==> config.mk <==
export PLATFORM = sky130hd
export DESIGN_NAME = mem_port_arbiter
export DESIGN_NICKNAME = d
export VERILOG_FILES = /design/src/rtl/mem_port_arbiter_pkg.sv /design/src/rtl/mem_port_timeout.sv /design/src/rtl/mem_port_arbiter.sv
export SDC_FILE = /design/constraint.sdc
export NUM_CORES = 1
export LEC_CHECK = 0
export CORE_AREA = 10 10 189 191
export CTS_CLUSTER_SIZE = 20
export DETAILED_ROUTE_END_ITERATION = 16
export DIE_AREA = 0 0 199 201
export MAX_ROUTING_LAYER = met4
export PLACE_DENSITY_LB_ADDON = 0.12
export SYNTH_ARGS = -nofsm -noshare
export SYNTH_HDL_FRONTEND = slang
export SYNTH_SLANG_ARGS = --single-unit
==> constraint.sdc <==
create_clock -name clk -period 4.3 [get_ports clk]
set_input_delay 1.075 -clock clk [delete_from_list [all_inputs] [get_ports clk]]
set_output_delay 1.075 -clock clk [all_outputs]
set_load 0.03 [all_outputs]
==> src/rtl/mem_port_arbiter_pkg.sv <==
// mem_port_arbiter_pkg
// Shared definitions for the memory port arbiter: FSM state encoding,
// the nop instruction returned on aborted fetches, default parameters and
// the instruction word selector used on fetch responses.
package mem_port_arbiter_pkg;

  typedef enum logic [2:0] {
    ST_IDLE   = 3'd0,
    ST_REQ_I  = 3'd1,
    ST_WAIT_I = 3'd2,
    ST_REQ_D  = 3'd3,
    ST_WAIT_D = 3'd4
  } state_t;

  localparam logic [31:0] NOP_INSTR        = 32'h0000_0013;
  localparam logic [63:0] RESET_PC_DEFAULT = 64'h0000_0000_8000_0000;
  localparam int unsigned TIMEOUT_DEFAULT  = 255;

  // Last-grant encoding for the round-robin option.
  localparam logic GRANT_D = 1'b0;
  localparam logic GRANT_I = 1'b1;

  // A 64-bit beat carries two instruction words; address bit 2 picks one.
  function automatic logic [31:0] select_word(input logic [63:0] data,
                                              input logic        hi);
    return hi ? data[63:32] : data[31:0];
  endfunction

endpackage

==> src/rtl/mem_port_timeout.sv <==
// mem_port_timeout
// 8-bit response timeout counter for the memory port arbiter.
// Ports:
//   clk   core clock
//   rstn  asynchronous active-low reset
//   clr   restart counting from zero (request accepted by memory)
//   en    count this cycle (arbiter is waiting for a response)
//   hit   this is the TIMEOUT-th waiting cycle; abort the transaction
module mem_port_timeout #(
  parameter int unsigned TIMEOUT = 255
) (
  input  logic clk,
  input  logic rstn,
  input  logic clr,
  input  logic en,
  output logic hit
);

  // hit fires in the cycle whose increment brings the count to TIMEOUT, so
  // the arbiter leaves the wait state after exactly TIMEOUT wait cycles.
  localparam logic [7:0] LAST_COUNT = 8'(TIMEOUT - 1);

  logic [7:0] count_reg;
  logic [7:0] count_next;

  always_comb begin
    count_next = count_reg;
    if (clr) begin
      count_next = '0;
    end else if (en) begin
      count_next = count_reg + 8'd1;
    end
  end

  always_ff @(posedge clk or negedge rstn) begin
    if (!rstn) begin
      count_reg <= '0;
    end else begin
      count_reg <= count_next;
    end
  end

  assign hit = en && !clr && (count_reg == LAST_COUNT);

endmodule

==> src/rtl/mem_port_arbiter.sv <==
// mem_port_arbiter
// Shares the single core memory port between instruction fetch and the
// load/store unit, one outstanding transaction at a time. Fetch responses
// can be killed by jump/flush; every transaction is bounded by a timeout.
// Optional build macro: ARB_RR_EN selects round-robin between fetch and
// LSU when both request in IDLE; otherwise the LSU has fixed priority.
// Ports:
//   clk, rstn                          clock, async active-low reset
//   if_req/if_addr/if_kill             fetch request, address, kill
//   if_instr/if_rvalid                 fetched word, one-cycle valid pulse
//   ls_req/ls_we/ls_addr/ls_wdata/ls_wmask   LSU request (held until done)
//   ls_rdata/ls_done                   load data, one-cycle done pulse
//   mem_valid/mem_ready/mem_we/mem_addr/mem_wdata/mem_wmask  request side
//   mem_rvalid/mem_rdata               response side
//   arb_err                            sticky timeout flag
module mem_port_arbiter
  import mem_port_arbiter_pkg::*;
#(
  parameter int unsigned TIMEOUT  = TIMEOUT_DEFAULT,
  parameter logic [63:0] RESET_PC = RESET_PC_DEFAULT
) (
  input  logic        clk,
  input  logic        rstn,
  input  logic        if_req,
  input  logic [63:0] if_addr,
  input  logic        if_kill,
  output logic [31:0] if_instr,
  output logic        if_rvalid,
  input  logic        ls_req,
  input  logic        ls_we,
  input  logic [63:0] ls_addr,
  input  logic [63:0] ls_wdata,
  input  logic [7:0]  ls_wmask,
  output logic [63:0] ls_rdata,
  output logic        ls_done,
  output logic        mem_valid,
  input  logic        mem_ready,
  output logic        mem_we,
  output logic [63:0] mem_addr,
  output logic [63:0] mem_wdata,
  output logic [7:0]  mem_wmask,
  input  logic        mem_rvalid,
  input  logic [63:0] mem_rdata,
  output logic        arb_err
);

  state_t state_reg;
  state_t state_next;

  logic grant_i;
  logic grant_d;
  logic resp_i;
  logic resp_d;
  logic drop_reg;
  logic to_clr;
  logic to_en;
  logic to_hit;

`ifdef ARB_RR_EN
  logic last_grant_reg;
`endif

  assign to_en  = (state_reg == ST_WAIT_I) || (state_reg == ST_WAIT_D);
  assign to_clr = ((state_reg == ST_REQ_I) || (state_reg == ST_REQ_D)) && mem_ready;

  mem_port_timeout #(
    .TIMEOUT (TIMEOUT)
  ) u_timeout (
    .clk  (clk),
    .rstn (rstn),
    .clr  (to_clr),
    .en   (to_en),
    .hit  (to_hit)
  );

  // mem_valid follows the request states directly, so it cannot drop
  // before mem_ready and clears immediately on reset.
  assign mem_valid = (state_reg == ST_REQ_I) || (state_reg == ST_REQ_D);

  always_comb begin
    state_next = state_reg;
    grant_i    = 1'b0;
    grant_d    = 1'b0;
    resp_i     = 1'b0;
    resp_d     = 1'b0;
    case (state_reg)
      ST_IDLE: begin
`ifdef ARB_RR_EN
        if (ls_req && if_req) begin
          if (last_grant_reg == GRANT_D) begin
            grant_i = 1'b1;
          end else begin
            grant_d = 1'b1;
          end
        end else if (ls_req) begin
          grant_d = 1'b1;
        end else if (if_req) begin
          grant_i = 1'b1;
        end
`else
        if (ls_req) begin
          grant_d = 1'b1;
        end else if (if_req) begin
          grant_i = 1'b1;
        end
`endif
        if (grant_d) begin
          state_next = ST_REQ_D;
        end else if (grant_i) begin
          state_next = ST_REQ_I;
        end
      end
      ST_REQ_I: begin
        if (mem_ready) state_next = ST_WAIT_I;
      end
      ST_WAIT_I: begin
        if (mem_rvalid || to_hit) begin
          state_next = ST_IDLE;
          resp_i     = 1'b1;
        end
      end
      ST_REQ_D: begin
        if (mem_ready) state_next = ST_WAIT_D;
      end
      ST_WAIT_D: begin
        if (mem_rvalid || to_hit) begin
          state_next = ST_IDLE;
          resp_d     = 1'b1;
        end
      end
      default: state_next = ST_IDLE;
    endcase
  end

  always_ff @(posedge clk or negedge rstn) begin
    if (!rstn) begin
      state_reg <= ST_IDLE;
    end else begin
      state_reg <= state_next;
    end
  end

`ifdef ARB_RR_EN
  always_ff @(posedge clk or negedge rstn) begin
    if (!rstn) begin
      last_grant_reg <= GRANT_D;
    end else if (grant_d) begin
      last_grant_reg <= GRANT_D;
    end else if (grant_i) begin
      last_grant_reg <= GRANT_I;
    end
  end
`endif

  // Request registers: captured at grant, held through the transaction.
  // A fetch is a plain read, so data and strobes are zeroed.
  always_ff @(posedge clk or negedge rstn) begin
    if (!rstn) begin
      mem_we    <= 1'b0;
      mem_addr  <= RESET_PC;
      mem_wdata <= '0;
      mem_wmask <= '0;
    end else if (grant_d) begin
      mem_we    <= ls_we;
      mem_addr  <= ls_addr;
      mem_wdata <= ls_wdata;
      mem_wmask <= ls_wmask;
    end else if (grant_i) begin
      mem_we    <= 1'b0;
      mem_addr  <= if_addr;
      mem_wdata <= '0;
      mem_wmask <= '0;
    end
  end

  // Drop flag: a kill while the fetch is outstanding discards its response.
  // Leaving WAIT_I clears it so the next fetch starts clean.
  always_ff @(posedge clk or negedge rstn) begin
    if (!rstn) begin
      drop_reg <= 1'b0;
    end else if (resp_i) begin
      drop_reg <= 1'b0;
    end else if (if_kill && ((state_reg == ST_REQ_I) || (state_reg == ST_WAIT_I))) begin
      drop_reg <= 1'b1;
    end
  end

  // Responses. A timeout completes the transaction with zero data (nop for
  // a fetch); a real mem_rvalid in the same cycle wins over the timeout.
  always_ff @(posedge clk or negedge rstn) begin
    if (!rstn) begin
      if_instr  <= NOP_INSTR;
      if_rvalid <= 1'b0;
      ls_rdata  <= '0;
      ls_done   <= 1'b0;
      arb_err   <= 1'b0;
    end else begin
      if_rvalid <= 1'b0;
      ls_done   <= 1'b0;
      if ((resp_i || resp_d) && !mem_rvalid) begin
        arb_err <= 1'b1;
      end
      // A kill arriving together with the response also drops it.
      if (resp_i && !drop_reg && !if_kill) begin
        if_rvalid <= 1'b1;
        if_instr  <= mem_rvalid ? select_word(mem_rdata, mem_addr[2]) : NOP_INSTR;
      end
      if (resp_d) begin
        ls_done  <= 1'b1;
        ls_rdata <= mem_rvalid ? mem_rdata : '0;
      end
    end
  end

endmodule

======== Word-level counts from Yosys, hierarchy flattened ========
Index checks and enable logic that the tools add are counted.
Widths: inputs -> output; s select.
storage, ports and cells
  register bits ........................... 248
  input bits .............................. 272
  output and inout port bits .............. 237
  logic and storage cells ................. 77
cells by class
  add/sub/neg operators ................... 1
  equal/unequal tests ..................... 9
  multiplexer cells ....................... 33
  reductions and logical operators ........ 22
operators by type and width
  cell                 count
  $mux 64              5
  $mux 32              2
  $mux 8               4
  $mux 1               16
  $mux 3               5
  $pmux 3 s4           1
  $add 8x1->8 const B  1
  $eq 8x8->1 const B   1
  $logic_and 1x1->1    7
  $eq 3x2->1 const B   2
  $reduce_bool 2->1    3
  $logic_or 1x1->1     5
  $logic_not 1->1      4
  $ne 2x2->1 const B   2
  $reduce_and 4->1     1
  $eq 3x1->1 const B   1
  $eq 3x3->1 const B   1
  $logic_not 3->1      1
  $ne 3x3->1 const B   1
  $ne 2x1->1 const B   1
  $reduce_or 2->1      1

======== Longest topological paths before layout ========
Gate-level depths: netlist of run 1.
  depth in word-level cells ............... 12
  depth in mapped cells ................... 7
  depth with buffers taken out ............ 5

======== By module ========
From an unflattened synthesis of run 1, not the netlist that was laid out.
second synthesis, totals
  cells, all modules ...................... 820
  area, all modules ....................... 10396.2 um^2
by module, submodules not included
  module            times used  cells each  area an instance (um^2)  sequential area each (um^2)
  mem_port_arbiter  1           779         9983.3                   6010.8
  mem_port_timeout  1           41          412.9                    200.2

======== Worst setup path before layout of run 1 ========
No wires, ideal clock.
  kind .................................... input-to-reg
  start point ............................. input port if_kill
  end point ............................... register if_instr[0]
  library setup time ...................... 0.060 ns
  arrival time ............................ 2.126 ns
  data required time ...................... 4.240 ns
  path slack .............................. 2.114 ns
  stages on the path ...................... 4
  buffers on the path ..................... 1
  cell sequence ........................... or4_1 > clkbuf_1 > nor2_1 > o221a_2
on the way
  longest elaborated chain between the ends .. 2
ends and longest elaborated chain
  element                 RTL line                 source
  start: declaration      mem_port_arbiter.sv:26   input logic if_kill,
  $logic_not 1->1         mem_port_arbiter.sv:204  if (resp_i && !drop_reg && !if_kill) begin
  $logic_and 1x1->1       mem_port_arbiter.sv:204
  end signal: assignment  mem_port_arbiter.sv:206  if_instr <= mem_rvalid ? select_word(mem_rdata, mem_addr[2]) : NOP_INSTR;
  end: declaration        mem_port_arbiter.sv:27   output logic [31:0] if_instr,
Every way passes these cells.
A chain may end at the register's enable or synchronous reset.

======== Worst setup path in the final report of run 1 ========
  start point ............................. register state_reg[0]
  end point ............................... output port mem_valid
on the way
  longest elaborated chain between the ends .. 2
  elaborated cells between the ends (all ways) .. 3
  those cells by class .................... 2 x eq/ne; 1 x reduce/logical
ends and longest elaborated chain
  element                                          RTL line                 source
  start: declaration                               mem_port_arbiter.sv:47   state_t state_reg;
  start signal: assignment                         mem_port_arbiter.sv:139  state_reg <= state_next;
  $eq 3x1->1 / $eq 3x2->1 (equally long branches)  mem_port_arbiter.sv:78   assign mem_valid = (state_reg == ST_REQ_I) || (state_reg == ST_REQ_D);
  $logic_or 1x1->1 (*)                             mem_port_arbiter.sv:78
  end: declaration                                 mem_port_arbiter.sv:36   output logic mem_valid,
Every way passes the cells marked *; elsewhere a longest branch is shown, timed or not.

==> results.json, run 1 <==
{
  "grt_usage_pct": 21.8,
  "synthArstFlopShare_pct": 100,
  "placed_area_um2": 16500,
  "drive_gt1_share_pct": 7.40,
  "synth_flop_cell": "dfrtp_1",
  "setup_ws_ps": 1100,
  "hpwl_mm": 32.9,
  "finalHoldViolations": 0,
  "cts.sinks": 248,
  "via_per_inst": 5.11,
  "synthesis.nets": 1286,
  "tightest_slew_ps": 950,
  "fin_setup_tns_ps": 0,
  "ir_drop_mv": 0.413,
  "num_vias": 9774,
  "startpoint_type": "register",
  "yosys_warnings": 0,
  "syn_avg_cell_area_um2": 11.0,
  "synth_edf_count": 0,
  "reg_top3": "ls_rdata (64), mem_addr (64), mem_wdata (64)",
  "grt_pass1_vias": 10200,
  "yosysSeqAreaShare_pct": 55.8,
  "synth_cell_type_count": 52,
  "dp_slack_ps": 1160,
  "start_util_pct": 34.8,
  "io_pins": 509,
  "worstSetupPathType": "register to output port",
  "setup-violations-final": 0,
  "ctsHoldBuffers": 0,
  "clock-root-buffer": "clkbuf_16",
  "grt_max_degree": 138,
  "drv_cap": 0,
  "finalPower_w": 0.0121,
  "synthCells": 1012,
  "fin_skew_ps": 16.5,
  "antenna_found_initial": 4,
  "p_leak_nw": 7.82,
  "dieHeight_um": 201,
  "cp.arrival_ps": 2120,
  "core_um2": 32000,
  "synth_common_cells": "dfrtp_1, inv_1, a22o_1",
  "wirelength_mm": 44.2,
  "powerDensity_nw_per_um2": 694,
  "fill_cells": 2814,
  "clockBufferDepth": 3,
  "min_period_ps": 3200,
  "gp_congestion": 0.786,
  "drt_iter0_markers": 706,
  "num_rows": 66,
  "dr.pass1.iters": 5,
  "synth_area_um2": 11100,
  "cts_buffers": 29,
  "fin_area_um2": 17500,
  "drc_errors": 0,
  "required_ps": 3220,
  "fp.dieArea_um2": 40000,
  "timing.fmax_mhz": 313,
  "cts_setup_buffers": 0,
  "ys_seq_elements": 248,
  "clkTransAtPathRegs_ps": 60,
  "synthToLayoutAreaGrowth_pct": 56.9,
  "relSlewSlack_pct": 36.4,
  "yosysTopAreaCellShare_pct": 54.8,
  "end_kind": "output port",
  "rsz0062_at_grt": "false",
  "drtAntennaViolNets": 0,
  "die_w_um": 199,
  "fin_nets": 1754,
  "htreeDepth": 1,
  "status": "finished, final reports clean",
  "synth_area_leaders": "dfrtp_1, mux2i_1, a22o_1, inv_1, a22oi_1",
  "gr-total-overflow": 0,
  "synth_top_area_cell": "dfrtp_1",
  "cts_resized": 0,
  "hold_class": "register to register",
  "crit_fanout": 22,
  "slew_viol_final": 0,
  "cts_tree": "built",
  "seq_area_um2": 6210,
  "routedWlPerCell_um": 23.1,
  "clkLatencyLatePin_ps": 540,
  "finalCritPeriodShare_pct": 74.4,
  "synth_most_common_cell": "dfrtp_1",
  "grt_pass1_wl_mm": 65.8,
  "portBuffers": 508,
  "multi_input_area_um2": 3950
}
## stage by stage
stage	util, %	hold slack [ps]	instances
finish	54.5	466	1913
CTS	54.5	470	1909
detailed placement	51.6	451	1857
floorplan	-	470	1012
global placement	51.6	443	1857
global route	54.5	490	1913
## layer usage
metal  GRT usage (%)  up-vias  wire, um
met1            25.2     4788     17500
met5               -        -         0
met2            36.8      355     22400
met4            4.20        0       682
li1                -     4583         -
met3            6.55       48      3640
## where the power goes
| group | total (W) | switching, W | internal, W | leakage, nW |
|---|---|---|---|---|
| Sequential | 0.00369 | 0.000536 | 0.00315 | 2.77 |
| Clock | 0.00244 | 0.000978 | 0.00146 | 0.462 |
| Combinational | 0.00601 | 0.00349 | 0.00252 | 4.60 |
| Total | 0.0121 | 0.00500 | 0.00713 | 7.82 |
## cells in the final DEF, fill, tap and decap left out, types with 5 or more instances in the layout
cell / Yosys / layout
a22o_1: 73 / 73
a22oi_1: 64 / 64
buf_4: 9 / 10
clkbuf_1: 33 / 8
clkbuf_16: 0 / 29
clkbuf_8: 0 / 6
clkdlybuf4s50_1: 0 / 507
clkinv_2: 0 / 6
dfrtp_1: 244 / 244
inv_1: 161 / 161
mux2_2: 29 / 29
mux2i_1: 70 / 70
nand2_1: 5 / 5
nand3_1: 33 / 33
o21ai_0: 57 / 57
o21ai_1: 39 / 38
o22ai_1: 65 / 65
o311ai_0: 25 / 25
## final timing paths
path / slack [ps] / cells past startpoint / from / to
max: 1100 / 3 / state_reg[0] / mem_valid
min: 470 / 1 / arb_err / arb_err
max reg2reg: 1810 / 6 / u_timeout.count_reg[0] / state_reg[2]
min reg2reg: 470 / 1 / arb_err / arb_err
max in group asynchronous: 2770 / 2 / rstn / mem_wdata[18]
min in group asynchronous: 520 / 1 / rstn / ls_rdata[16]
## final cells by class
class,instances,share of cell area [%]
clock inverter,9,0.558
clock buffer,43,4.80
multi-input combinational,516,22.6
inverter,163,3.50
timing repair buffer,522,30.0
sequential,248,35.5
antenna,4,0.0573
tap,408,2.92
## logic make-up after synthesis
family / after synthesis / share of synthesized area [%]
multiplexers: 99 / 9.22
adder cells (fa/ha/maj): 2 / 0.225
XOR/XNOR: 2 / 0.225
AND/OR/NAND/NOR: 65 / 3.57
flip-flops: 248 / 55.8
AO/OA/AOI/OAI: 348 / 21.8
buffers and inverters: 248 / 9.19
## critical path: stages (launching register included)
cell,delay (ps)
dfrtp_1,320
buf_4,270
nor2b_1,230
clkdlybuf4s50_1,760
Power figures use the tool's default switching activity.
==> run 2, diff against run 1 <==
--- a/config.mk
+++ b/config.mk
@@ -5,10 +5,10 @@
 export SDC_FILE = /design/constraint.sdc
 export NUM_CORES = 1
 export LEC_CHECK = 0
-export CORE_AREA = 10 10 189 191
+export CORE_AREA = 10 10 188 190
 export CTS_CLUSTER_SIZE = 20
 export DETAILED_ROUTE_END_ITERATION = 16
-export DIE_AREA = 0 0 199 201
+export DIE_AREA = 0 0 198 200
 export MAX_ROUTING_LAYER = met4
 export PLACE_DENSITY_LB_ADDON = 0.12
 export SYNTH_ARGS = -nofsm -noshare
==> constraint.sdc (replaced) <==
create_clock -name clk -period 2.8 [get_ports clk]
set_input_delay 0.7 -clock clk [delete_from_list [all_inputs] [get_ports clk]]
set_output_delay 0.7 -clock clk [all_outputs]
set_load 0.03 [all_outputs]
==> run 2 against run 1 <==
- global-route usage grew 0.15 points
- highest routed layer unchanged
- largest power group unchanged
- routed wire length increased by 1.5%
- clock power is 68% higher
- critical endpoint is now if_instr[0]
==> results.json, run 2 (same netlist as run 1, synthesis figures left out) <==
{
  "worstReg2RegEnd": "if_instr[14]",
  "cts_resized": 0,
  "crit_fanout": 3,
  "slowest_stage": "clkdlybuf4s50_1",
  "core_um2": 31400,
  "min_period_ps": 2510,
  "drive_gt1_share_pct": 8.76,
  "crit_buf_inv": 1,
  "dieHeight_um": 200,
  "layout_commonest_cell": "clkdlybuf4s50_1",
  "grt_pass1_vias": 10200,
  "ir_drop_mv": 0.695,
  "powerDensity_nw_per_um2": 1080,
  "fin_skew_ps": 9.22,
  "finalNonFillerCells": 1925,
  "r2r_start": "state_reg[1]",
  "worst_r2r_path_depth": 4,
  "status": "finished, final reports clean",
  "worstSetupPathType": "register to output port",
  "setup-violations-final": 0,
  "synthToLayoutAreaGrowth_pct": 59.9,
  "die_w_um": 198,
  "grt_pass1_wl_mm": 65.5,
  "end_kind": "output port",
  "rsz0062_at_grt": "false",
  "finalCritPeriodShare_pct": 89.6,
  "fin_setup_tns_ps": 0,
  "layout_common_cells": "clkdlybuf4s50_1, dfrtp_1, inv_1, a22o_1, mux2i_1",
  "path_depth": 1,
  "clkTransAtPathRegs_ps": 60,
  "reg_top3": "ls_rdata (64), mem_addr (64), mem_wdata (64)",
  "place_inst": 1869,
  "drtAntennaViolNets": 0,
  "cts_setup_buffers": 0,
  "cts.sinks": 248,
  "drt_iter0_markers": 639,
  "clockBufferDepth": 3,
  "htreeDepth": 1,
  "antenna_found_initial": 3,
  "gp_congestion": 0.825,
  "hpwl_mm": 33.8,
  "start_util_pct": 35.5,
  "tightest_slew_ps": 725,
  "io_pins": 509,
  "slew_viol_final": 0,
  "fp.dieArea_um2": 39600,
  "fin_area_um2": 17800,
  "startpoint_type": "register",
  "grt_max_degree": 83,
  "cts_tree": "built",
  "wirelength_mm": 44.9,
  "ctsHoldBuffers": 0,
  "dr.pass1.iters": 5,
  "via_per_inst": 5.14,
  "clkLatencyLatePin_ps": 540,
  "num_rows": 65,
  "path_cells": "clkdlybuf4s50_1",
  "cts_buffers": 28,
  "r2r_slack_ps": 720,
  "p_leak_nw": 8.00,
  "num_vias": 9902,
  "portBuffers": 508,
  "whs_ps": 132,
  "timing.fmax_mhz": 399,
  "fin_util_pct": 56.7,
  "routedWlPerCell_um": 23.3,
  "clock-root-buffer": "clkbuf_16",
  "placed_area_um2": 16800,
  "gr-total-overflow": 0,
  "grt_usage_pct": 21.9,
  "drc_errors": 0,
  "max_stage_delay_ps": 730,
  "cp.arrival_ps": 1810,
  "required_ps": 2100,
  "fin_nets": 1771,
  "drv_cap": 0,
  "relSlewSlack_pct": 51.4,
  "finalHoldViolations": 0,
  "crit_family": "buffers and inverters",
  "hold_class": "input port to asynchronous set/reset pin"
}
run 2: cell count changes in the layout (fill, tap and decap cells not counted):
cell / delta
buf_4: +10
buf_12: +9
clkinv_2: -3
clkbuf_8: +5
clkdlybuf4s50_1: -1
bufinv_16: +2
clkinvlp_4: -1
clkbuf_1: -3
run 2: area by class of cell:
| class | count | area (um^2) |
|---|---|---|
| Multi-Input combinational cell | 516 | 3950 |
| Antenna cell | 4 | 10.0 |
| Timing Repair Buffer | 540 | 5490 |
| Clock buffer | 45 | 896 |
| Tap cell | 402 | 503 |
| Fill cell | 2770 | 13600 |
| Sequential cell | 248 | 6210 |
| Inverter | 163 | 612 |
| Clock inverter | 7 | 135 |
run 2: report_power, final:
group	leakage [nW]	internal, W	switching [W]
logic	4.73	0.00402	0.00536
clock network	0.511	0.00254	0.00155
registers	2.77	0.00484	0.000844
total	8.00	0.0114	0.00775
run 2: how the worst max path moves through the flow:
stage / from / to / slack [ps]
global placement: mem_rvalid / if_instr[25] / 340
global route: state_reg[2] / mem_valid / 210
CTS: if_instr[0] / if_instr[0] / 250
finish: if_instr[0] / if_instr[0] / 290
detailed placement: mem_rvalid / if_instr[29] / 290
floorplan: if_kill / if_instr[0] / 990
run 2: through the flow:
step	total power, W	setup WS, ps
4_1_cts	0.0194	249
6_report	0.0192	291
3_5_place_dp	0.0152	287
2_1_floorplan	0.0110	989
5_1_grt	0.0201	213
3_3_place_gp	0.0151	335
run 2: per-layer routing:
layer | part of all wire, % | track usage, %
met5 | 0 | -
met2 | 51 | 37.5
met4 | 1.7 | 4.56
met1 | 39 | 25.4
met3 | 7.7 | 6.03
